File: src/rtl/bram_port_sequencer.sv
// Port-B sequencer for the 8K x 2-bit bitmap RAM: video reads (highest priority),
// byte-wide CPU accesses split into four 2-bit beats, and a background clear engine.
module bram_port_sequencer #(
  parameter logic [1:0] CLEAR_VALUE    = 2'b00,
  parameter bit         CLEAR_ON_RESET = 1'b1
) (
  input  logic        clk,
  input  logic        reset,
  input  logic        vid_req,
  input  logic [12:0] vid_addr,
  output logic        vid_valid,
  output logic [1:0]  vid_data,
  input  logic        cpu_rden,
  input  logic        cpu_wren,
  input  logic [10:0] cpu_addr,
  input  logic [7:0]  cpu_wrdata,
  output logic        cpu_busy,
  output logic        cpu_done,
  output logic [7:0]  cpu_rddata,
  input  logic        clr_start,
  output logic        clr_busy,
  output logic        ram_en,
  output logic        ram_we,
  output logic [12:0] ram_addr,
  output logic [1:0]  ram_wrdata,
  input  logic [1:0]  ram_rddata
);

  typedef enum logic [1:0] {S_IDLE, S_WRITE, S_READ, S_DRAIN} state_t;

  state_t      state_q, state_d;
  logic [1:0]  beat_q, beat_d;
  logic [10:0] addr_q, addr_d;
  logic [7:0]  wdata_q, wdata_d;
  logic [7:0]  asm_q, asm_d;
  logic [7:0]  rddata_q, rddata_d;
  logic        done_q, done_d;
  logic        rd_tag_q, rd_tag_d;
  logic        vid_tag_q, vid_valid_q;
  logic [1:0]  vid_data_q;
  logic        clr_busy_q, clr_busy_d;
  logic [12:0] clr_cnt_q, clr_cnt_d;
  logic        auto_q;

  logic vid_go, cpu_active, cpu_beat, clr_go;

  // Video is masked during reset so the port is quiet while state is being cleared.
  assign vid_go     = vid_req & ~reset;
  assign cpu_active = (state_q == S_WRITE) || (state_q == S_READ);
  assign cpu_beat   = cpu_active && !vid_go;
  assign clr_go     = clr_busy_q && !vid_go && !cpu_active;

  always_ff @(posedge clk) begin
    if (reset) state_q <= S_IDLE;
    else       state_q <= state_d;
  end

  always_comb begin
    state_d = state_q;
    case (state_q)
      S_IDLE: begin
        if (cpu_wren)      state_d = S_WRITE;
        else if (cpu_rden) state_d = S_READ;
      end
      S_WRITE: if (cpu_beat && beat_q == 2'd3) state_d = S_IDLE;
      S_READ:  if (cpu_beat && beat_q == 2'd3) state_d = S_DRAIN;
      S_DRAIN: state_d = S_IDLE;
      default: state_d = S_IDLE;
    endcase
  end

  always_comb begin
    beat_d     = beat_q;
    addr_d     = addr_q;
    wdata_d    = wdata_q;
    asm_d      = asm_q;
    rddata_d   = rddata_q;
    done_d     = 1'b0;
    rd_tag_d   = cpu_beat && (state_q == S_READ);
    clr_busy_d = clr_busy_q;
    clr_cnt_d  = clr_cnt_q;

    if (state_q == S_IDLE && (cpu_wren || cpu_rden)) begin
      addr_d  = cpu_addr;
      wdata_d = cpu_wrdata;
      beat_d  = 2'd0;
    end
    if (cpu_beat) begin
      beat_d = beat_q + 2'd1;
      if (state_q == S_WRITE && beat_q == 2'd3) done_d = 1'b1;
    end
    // Returned words enter at the top so beat 0 ends up in the LSBs after four shifts.
    if (rd_tag_q) begin
      asm_d = {ram_rddata, asm_q[7:2]};
      if (state_q == S_DRAIN) begin
        rddata_d = {ram_rddata, asm_q[7:2]};
        done_d   = 1'b1;
      end
    end

    if (!clr_busy_q && (clr_start || auto_q)) begin
      clr_busy_d = 1'b1;
      clr_cnt_d  = 13'd0;
    end else if (clr_go) begin
      clr_cnt_d = clr_cnt_q + 13'd1;
      if (clr_cnt_q == 13'h1FFF) clr_busy_d = 1'b0;
    end
  end

  always_comb begin
    ram_en     = 1'b0;
    ram_we     = 1'b0;
    ram_addr   = 13'd0;
    ram_wrdata = 2'b00;
    if (vid_go) begin
      ram_en   = 1'b1;
      ram_addr = vid_addr;
    end else if (cpu_beat) begin
      ram_en   = 1'b1;
      ram_we   = (state_q == S_WRITE);
      ram_addr = {addr_q, beat_q};
      if (state_q == S_WRITE) ram_wrdata = wdata_q[{beat_q, 1'b0} +: 2];
    end else if (clr_go) begin
      ram_en     = 1'b1;
      ram_we     = 1'b1;
      ram_addr   = clr_cnt_q;
      ram_wrdata = CLEAR_VALUE;
    end
  end

  always_ff @(posedge clk) begin
    if (reset) begin
      beat_q      <= 2'd0;
      addr_q      <= 11'd0;
      wdata_q     <= 8'd0;
      asm_q       <= 8'd0;
      rddata_q    <= 8'd0;
      done_q      <= 1'b0;
      rd_tag_q    <= 1'b0;
      vid_tag_q   <= 1'b0;
      vid_valid_q <= 1'b0;
      vid_data_q  <= 2'b00;
      clr_busy_q  <= 1'b0;
      clr_cnt_q   <= 13'd0;
      auto_q      <= CLEAR_ON_RESET;
    end else begin
      beat_q      <= beat_d;
      addr_q      <= addr_d;
      wdata_q     <= wdata_d;
      asm_q       <= asm_d;
      rddata_q    <= rddata_d;
      done_q      <= done_d;
      rd_tag_q    <= rd_tag_d;
      vid_tag_q   <= vid_go;
      vid_valid_q <= vid_tag_q;
      if (vid_tag_q) vid_data_q <= ram_rddata;
      clr_busy_q  <= clr_busy_d;
      clr_cnt_q   <= clr_cnt_d;
      auto_q      <= 1'b0;
    end
  end

  assign vid_valid  = vid_valid_q;
  assign vid_data   = vid_data_q;
  assign cpu_busy   = (state_q != S_IDLE);
  assign cpu_done   = done_q;
  assign cpu_rddata = rddata_q;
  assign clr_busy   = clr_busy_q;

endmodule

File: config.mk
export PLATFORM = sky130hd
export DESIGN_NAME = bram_port_sequencer
export DESIGN_NICKNAME = d
export VERILOG_FILES = /design/src/rtl/bram_port_sequencer.sv
export SDC_FILE = /design/constraint.sdc
export NUM_CORES = 1
export LEC_CHECK = 0
export ABC_AREA = 1
export CORE_MARGIN = 2
export CORE_UTILIZATION = 48
export DETAILED_ROUTE_END_ITERATION = 8
export PLACE_DENSITY = 0.77
export SLEW_MARGIN = 25
export SYNTH_ARGS = -nofsm -noshare
export SYNTH_HDL_FRONTEND = slang
export SYNTH_SLANG_ARGS = --single-unit
File: constraint.sdc
create_clock -name clk -period 2.05 [get_ports clk]
set_input_delay 0.5125 -clock clk [delete_from_list [all_inputs] [get_ports clk]]
set_output_delay 0.5125 -clock clk [all_outputs]
set_load 0.03 [all_outputs]
# Word-level counts from Yosys, hierarchy flattened
# Index checks and enable logic that the tools add are counted.
[totals]
regBits = 60
output_inout_bits = 31
word_cells = 76
[op_classes]
n_addsub = 2
eq_ne = 8
shift = 1
muxes = 26
bitwise_logic = 2
reduce_logical = 23
[op_table]
columns = ["op", "count"]
rows = [
  ["13-bit 2-to-1 mux", 3],
  ["2-bit 2-to-1 mux", 9],
  ["13-bit by 1-bit adder with 13-bit output, second input constant", 1],
  ["13-bit equality test, second input constant", 1],
  ["1-bit 2-to-1 mux", 13],
  ["1-bit logical AND", 8],
  ["2-bit case mux with 4 select lines", 1],
  ["2-bit nonzero test", 4],
  ["8-bit by 4-bit indexed part select with 2-bit output", 1],
  ["2-bit equality test, second input constant", 3],
  ["2-bit AND reduction", 2],
  ["1-bit zero test", 3],
  ["1-bit logical OR", 3],
  ["3-bit inequality test, second input constant", 1],
  ["3-bit AND reduction", 1],
  ["2-bit by 1-bit adder with 2-bit output, second input constant", 1],
  ["2-bit by 1-bit equality test with 1-bit output, second input constant", 1],
  ["2-bit zero test", 1],
  ["2-bit by 1-bit inequality test with 1-bit output, second input constant", 1],
  ["2-bit inequality test, second input constant", 1],
  ["2-bit OR reduction", 1],
  ["1-bit AND", 1],
  ["1-bit NOT", 1],
]

# Logic depth before layout (Yosys ltp)
# Gate-level depths: netlist of run 1.
[logic_depth]
word_depth = 8
mapped_depth = 9
depth_no_buf = 9

# Least setup slack after synthesis of run 1
# No wires, ideal clock.
[synth_timing]
path_kind = "register to output"
from = "register state_q[0]"
to = "output port ram_addr[10]"
t_arrival_ns = 1.757
t_required_ns = 1.537
setup_slack_ns = -0.220
stages_incl_launch_ff = 7
path_buffers = 1
path_cell_list = "dfxtp_1 inv_1 ha_1 nor2_1 nand2_4 buf_2 o211ai_1"
[synth_via]
elab_chain_cells = 7
[synth_lines]
columns = ["element", "line", "text"]
rows = [
  ["from (decl)", "31", "state_t state_q, state_d;"],
  ["from (signal assigned)", "55", "else state_q <= state_d;"],
  ["2-bit by 1-bit equality test with 1-bit output or 2-bit equality test (tied branches)", "49", "assign cpu_active = (state_q == S_WRITE) || (state_q == S_READ);"],
  ["1-bit logical OR (*)", "49", ""],
  ["1-bit zero test", "51", "assign clr_go = clr_busy_q && !vid_go && !cpu_active;"],
  ["1-bit logical AND", "51", ""],
  ["13-bit 2-to-1 mux", "123", "end else if (clr_go) begin"],
  ["13-bit 2-to-1 mux (*)", "118", "end else if (cpu_beat) begin"],
  ["13-bit 2-to-1 mux (*)", "115", "if (vid_go) begin"],
  ["to (decl)", "24", "output logic [12:0] ram_addr,"],
]
# Every way passes the cells marked *; elsewhere a longest branch is shown, timed or not.

# Worst setup path after layout of run 1
[layout_timing]
from = "register state_q[1]"
to = "output port ram_addr[2]"
# The elaborated chain is that of the path after synthesis.

==> flow_summary.json, run 1 <==
{
  "status": "finished with violations",
  "violations": "negative setup slack",
  "area_delta_synth_final_pct": 49.7,
  "cp-end-kind": "output port",
  "crit_path_max_incr_delay_ns": 0.35,
  "r2r-end": "state_q[1]$_SDFFE_PP0P_",
  "cts-buffers-inserted": 9,
  "drt-total-wl_um": 7020,
  "cts_sinks": 58,
  "drv_slew": 0,
  "dieArea_um2": 6120,
  "synthSimpleGateAreaFrac": 0.295,
  "power_frac_seq": 0.303,
  "crit_slowest_cell": "dfxtp_2",
  "internal-power_w": 0.00302,
  "route.vias.total": 2753,
  "initial_utilization": 0.489,
  "holdCritPathClass": "reg -> reg",
  "ys_seq_area_frac": 0.439,
  "portBuffers": 70,
  "syn_inst": 373,
  "grt_max_degree": 36,
  "cts_max_path_buffers": 2,
  "synth_top_family_by_area": "simple AND/OR/NAND/NOR gates",
  "grt_overflow": 0,
  "ir_worst_vdd_mv": 0.726,
  "num_rows": 27,
  "cts.clk_slew.worst_paths_ns": 0.07,
  "worstSetupEndpoint": "ram_addr[2]",
  "vias_per_cell": 5.00,
  "finalCriticalPeriod_ns": 2.21,
  "final_layout_size_suffix_gt1_frac": 0.200,
  "avgSynthCellArea_um2": 7.09,
  "drt_iter0_markers": 157,
  "num-fill-cells": 432,
  "p_leak_nw": 1.62,
  "synth_compound_area_frac": 0.168,
  "hpwl_um": 4990,
  "antenna_found_initial": 0,
  "max_freq_mhz": 453,
  "rr_worst_depth": 12,
  "required_ns": 1.54,
  "antenna_left": 0,
  "synth-xor-area-share": 0,
  "path_class": "reg -> out",
  "syn_area_um2": 2650,
  "timing.hold.ws_ns": 0.462,
  "p_sw_frac": 0.357,
  "path_cells": "inv_2 -> ha_4 -> inv_4 -> nor2_4 -> buf_6 -> nand2_2 -> o211ai_1 -> buf_4",
  "layout_common_cells": "nor2_1 (83), nand2_1 (63), dfxtp_1 (55)",
  "synth-seq-cells": 58,
  "rsz0062_at_grt": "yes",
  "startpoint": "state_q[1]$_SDFFE_PP0P_",
  "ys_types": 26,
  "track_usage": 0.247,
  "die_w_um": 78.2,
  "gp_congestion": 0.860,
  "core-area_um2": 5410,
  "grt_pass1_vias": 2629,
  "hold_viol_final": 0,
  "drt_pass1_iterations": 4,
  "die_y_um": 78.2,
  "cts_tree": "built",
  "place_inst": 525,
  "synthesis.nets": 419,
  "clock-root-buffer": "clkbuf_8",
  "ioPinCount": 71,
  "layout_setup_ws_ns": -0.159,
  "drc": 0,
  "synthAdderAreaFrac": 0.0284,
  "clkPwrFrac": 0.280,
  "fin_crit_sh": 1.08,
  "slew_headroom": 0.776,
  "finalSetupViolations": 16,
  "grt_pass1_wl_um": 11900,
  "final_common_cell": "nor2_1",
  "nNetsFinal": 520,
  "clock_skew_ns": 0.00528,
  "switchingPower_w": 0.00168,
  "clock_latency_ns": 0.33,
  "r2r_slack_ns": 0.32,
  "combPwrFrac": 0.416,
  "start_kind": "register",
  "fin_cells": 551,
  "synthMuxAreaShare": 0,
  "power_density_nw_per_um2": 1190,
  "path_max_fanout": 5,
  "postCtsHoldBufs": 0,
  "r2r-start": "state_q[1]$_SDFFE_PP0P_",
  "yosys_warnings": 0,
  "max_slew.worst_pin.slew_ns": 0.336,
  "antennaDiodeCount": 0,
  "hold_path_depth": 2,
  "wl_per_cell_um": 12.7,
  "htreeDepth": 3,
  "cap_violations": 0,
  "critPathArrivalTime_ns": 1.70
}
-- how the worst min path moves through the flow --
| stage | start | endpoint |
|---|---|---|
| after CTS | asm_q[2]$_SDFFE_PP0P_ | asm_q[2]$_SDFFE_PP0P_ |
| after global routing | asm_q[2]$_SDFFE_PP0P_ | asm_q[2]$_SDFFE_PP0P_ |
| final | asm_q[2]$_SDFFE_PP0P_ | asm_q[2]$_SDFFE_PP0P_ |
| after detailed placement | asm_q[2]$_SDFFE_PP0P_ | asm_q[2]$_SDFFE_PP0P_ |
| after global placement | asm_q[2]$_SDFFE_PP0P_ | asm_q[2]$_SDFFE_PP0P_ |
| after floorplan | asm_q[2]$_SDFFE_PP0P_ | asm_q[2]$_SDFFE_PP0P_ |
-- power groups by stage --
| stage | clock [W] | combinational, W | sequential [W] |
|---|---|---|---|
| after detailed placement | 0 | 0.00159 | 0.00144 |
| after global placement | 0 | 0.00156 | 0.00144 |
| after CTS | 0.00134 | 0.00178 | 0.00142 |
| after global routing | 0.00140 | 0.00215 | 0.00145 |
| after floorplan | 0 | 0.00101 | 0.00142 |
| final | 0.00132 | 0.00196 | 0.00143 |
-- registers in the layout (all words and copies together) (netlist names) --
| register | count |
|---|---|
| state_q | 2 |
| auto_q | 1 |
| cpu_done | 1 |
| vid_data | 2 |
| asm_q | 6 |
| wdata_q | 8 |
| vid_tag_q | 1 |
| clr_busy | 1 |
| clr_cnt_q | 13 |
| vid_valid | 1 |
| cpu_rddata | 8 |
| rd_tag_q | 1 |
| addr_q | 11 |
| beat_q | 2 |
-- worst max-delay path: cells and delay by family, from the launching register on --
family | cells | cell delay (ns)
buffers and inverters | 4 | 0.45
DFF | 1 | 0.35
adders and majority gates | 1 | 0.30
and+or+nand+nor | 2 | 0.18
AOI/OAI and AO/OA | 1 | 0.09
-- area by class of cell --
class | count | area, um^2 | area share
Multi-Input combinational cell | 270 | 1410 | 0.355
Tap cell | 72 | 90.1 | 0.0228
Timing Repair Buffer | 100 | 910 | 0.230
Inverter | 35 | 136 | 0.0345
Sequential cell | 58 | 1160 | 0.294
Clock buffer | 11 | 151 | 0.0382
Clock inverter | 5 | 100 | 0.0253
-- timing repair --
| item | in CTS | in global routing |
|---|---|---|
| gates resized for setup | 22 | 12 |
| setup buffers | 5 | 5 |
| endpoints found under the setup margin | 18 | 16 |
| pin swaps | 5 | 5 |
-- per-stage QoR --
step           worst slack, ns  utilization  power, W  setup TNS, ns  instance area [um^2]
6_report                -0.159        0.732   0.00470          -1.94                  3960
5_1_grt                 -0.248        0.732   0.00500          -3.37                  3960
4_1_cts                 -0.132        0.715   0.00454          -1.66                  3870
3_5_place_dp            -0.376        0.650   0.00303          -5.26                  3520
3_3_place_gp            -0.322        0.650   0.00300          -4.49                  3520
2_1_floorplan          0.00611            -   0.00243              0                  2670
-- kinds of logic (layout without fill, tap and decap cells) --
logic type,Yosys count,after routing
flops,58,58
simple gates,183,183
compound gates,81,81
buf+inv,45,151
fa+ha+maj,6,6
-- Yosys cell counts --
cell       n  area share
a211oi_1   1      0.0028
a21boi_0   1      0.0028
a21oi_1   24       0.045
buf_2      4      0.0076
buf_6      1      0.0043
clkbuf_1   5      0.0071
dfxtp_1   58        0.44
ha_1       6       0.028
inv_1     31       0.044
inv_2      3      0.0043
inv_4      1      0.0024
nand2_1   70       0.099
nand2_2    1      0.0024
nand2_4    2      0.0085
nand3_1   11       0.021
nand3b_1   1      0.0028
nand4_1    6       0.014
nor2_1    85        0.12
nor2_2     1      0.0024
nor2_4     3       0.013
nor2_8     1      0.0076
nor3_1     2      0.0038
o211ai_1  12       0.034
o21ai_0   36       0.068
o21ai_1    6       0.011
o221ai_1   1      0.0033
-- metal layers --
layer	share of wire	vias up	track usage	wire length, um
li1	-	1419	-	-
met5	0	-	0	0
met1	0.43	1253	0.299	3050
met3	0.055	4	0.0517	388
met4	0.0058	0	0.107	41
met2	0.50	77	0.424	3540
Power figures use the tool's default switching activity.
==> run 2, diff against run 1 <==
- CORE_UTILIZATION: 48 -> 25
- PLACE_DENSITY: 0.77 -> 0.45
==> run 2 against run 1 <==
  * The run still ends with negative setup slack left
  * Worst setup slack improved by 0.038 ns
  * Clock skew rose by 0.0028 ns
  * First-iteration DRC count fell by 57%
  * Final area fell by 0.95%
  * Hold slack got worse by 0.0053 ns
  * Critical path depth fell by 2
  * Critical path type unchanged
  * Largest cell class unchanged
==> flow_summary.json, run 2 (synthesis gave the netlist of run 1 again) <==
{
  "status": "finished with violations",
  "violations": "negative setup slack",
  "antenna_found_initial": 0,
  "final_util": 0.382,
  "grt_overflow": 0,
  "required_ns": 1.54,
  "wl_per_cell_um": 12.1,
  "cp-end-kind": "output port",
  "drt-total-wl_um": 7350,
  "hpwl_um": 5580,
  "fin_area_um2": 3920,
  "crit_slowest_cell": "dfxtp_2",
  "switchingPower_w": 0.00163,
  "final_common_cell": "nor2_1",
  "hold_viol_final": 0,
  "fin_cells": 610,
  "ir_worst_vdd_mv": 0.326,
  "path_max_fanout": 6,
  "holdCritPathClass": "reg -> reg",
  "nNetsFinal": 515,
  "dieArea_um2": 11400,
  "cts-buffers-inserted": 9,
  "internal-power_w": 0.00255,
  "track_usage": 0.138,
  "finalCriticalPeriod_ns": 2.17,
  "area_delta_synth_final_pct": 48.2,
  "htreeDepth": 3,
  "clock-root-buffer": "clkbuf_8",
  "vias_per_cell": 4.34,
  "cts_sinks": 58,
  "route.vias.total": 2646,
  "finalSetupViolations": 16,
  "dpl_cell_area_um2": 3630,
  "clock_skew_ns": 0.00810,
  "critPathArrivalTime_ns": 1.66,
  "power_density_nw_per_um2": 1060,
  "max_freq_mhz": 461,
  "clkPwrFrac": 0.218,
  "reg_top3": "clr_cnt_q (13), addr_q (11)",
  "grt_pass1_wl_um": 12400,
  "place_inst": 590,
  "portBuffers": 70,
  "cts_tree": "built",
  "p_sw_frac": 0.390,
  "drc": 0,
  "num_rows": 37,
  "grt_max_degree": 36,
  "start_kind": "register",
  "num-fill-cells": 1121,
  "total_power_w": 0.00417,
  "cts_max_path_buffers": 2,
  "combPwrFrac": 0.441,
  "rsz0062_at_grt": "yes",
  "die_w_um": 107,
  "crit_path_max_incr_delay_ns": 0.34,
  "gp_congestion": 0.814,
  "layout_common_cells": "nor2_1 (83), nand2_1 (60), dfxtp_1 (55)",
  "grt_pass1_vias": 2615,
  "die_y_um": 107,
  "largest_register_ffs": 13,
  "max_slew.worst_pin.slew_ns": 0.385,
  "core-area_um2": 10300,
  "clock_latency_ns": 0.33,
  "ioPinCount": 71,
  "drt_iter0_markers": 67,
  "drt_pass1_iterations": 6,
  "largest_register": "clr_cnt_q",
  "power_frac_seq": 0.341,
  "layout_setup_ws_ns": -0.121,
  "drv_slew": 0,
  "postCtsHoldBufs": 0,
  "path_class": "reg -> out",
  "initial_utilization": 0.257,
  "antenna_left": 0,
  "timing.hold.ws_ns": 0.457,
  "path_cells": "inv_2 -> ha_4 -> nand2_2 -> buf_6 -> o211ai_1 -> buf_4",
  "antennaDiodeCount": 0,
  "cap_violations": 0,
  "slew_headroom": 0.743,
  "fin_crit_sh": 1.06,
  "final_layout_size_suffix_gt1_frac": 0.188,
  "cts.clk_slew.worst_paths_ns": 0.07,
  "p_leak_nw": 1.57
}
[run 2: timing repair]
action | CTS | global route
pin swaps | 7 | 4
buffers inserted | 3 | 1
endpoints found under the setup margin | 18 | 16
resized for setup | 27 | 5
[run 2: power groups by stage]
stage / clock (W) / combinational, W / sequential, W
2_1_floorplan: 0 / 0.00101 / 0.00142
3_3_place_gp: 0 / 0.00165 / 0.00143
3_5_place_dp: 0 / 0.00166 / 0.00144
4_1_cts: 0.000938 / 0.00184 / 0.00142
5_1_grt: 0.000994 / 0.00205 / 0.00144
6_report: 0.000911 / 0.00184 / 0.00142
[run 2: worst max-delay path, delay by kind of cell (launching register included)]
| family | cells | cell delay (ns) |
|---|---|---|
| compound gates | 1 | 0.20 |
| buf+inv | 3 | 0.40 |
| flops | 1 | 0.34 |
| simple gates | 1 | 0.09 |
| fa+ha+maj | 1 | 0.30 |
[run 2: per-stage QoR]
stage               worst slack, ns  TNS, ns
floorplan                   0.00611        0
global placement             -0.419    -6.54
detailed placement           -0.453    -7.28
CTS                          -0.130    -1.82
global route                 -0.210    -3.07
finish                       -0.121    -1.45
[run 2: worst paths after layout]
check / startpoint / to / slack, ns / cells after the start
hold / removal: asm_q[2]$_SDFFE_PP0P_ / asm_q[2]$_SDFFE_PP0P_ / 0.46 / 2
setup reg to reg: state_q[0]$_SDFFE_PP0P_ / state_q[1]$_SDFFE_PP0P_ / 0.43 / 12
hold reg to reg: asm_q[2]$_SDFFE_PP0P_ / asm_q[2]$_SDFFE_PP0P_ / 0.46 / 2
setup / recovery: state_q[0]$_SDFFE_PP0P_ / ram_addr[1] / -0.12 / 6
[run 2: layer usage]
metal / GRT usage / part of all wire / vias to the layer above
met2: 0.215 / 0.44 / 70
met5: 0 / 0 / -
met1: 0.183 / 0.49 / 1166
met4: 0.0594 / 0.014 / 0
met3: 0.0322 / 0.049 / 7
li1: - / - / 1403
[run 2: final cells by class]
type,count,area (um^2),share of cell area
well taps,136,170,0.0434
inverters,35,136,0.0348
flip-flops and latches,58,1160,0.297
repair buffers,95,893,0.228
multi-input cells,270,1390,0.355
clock buffers,13,149,0.0380
clock inverters,3,15.0,0.00383
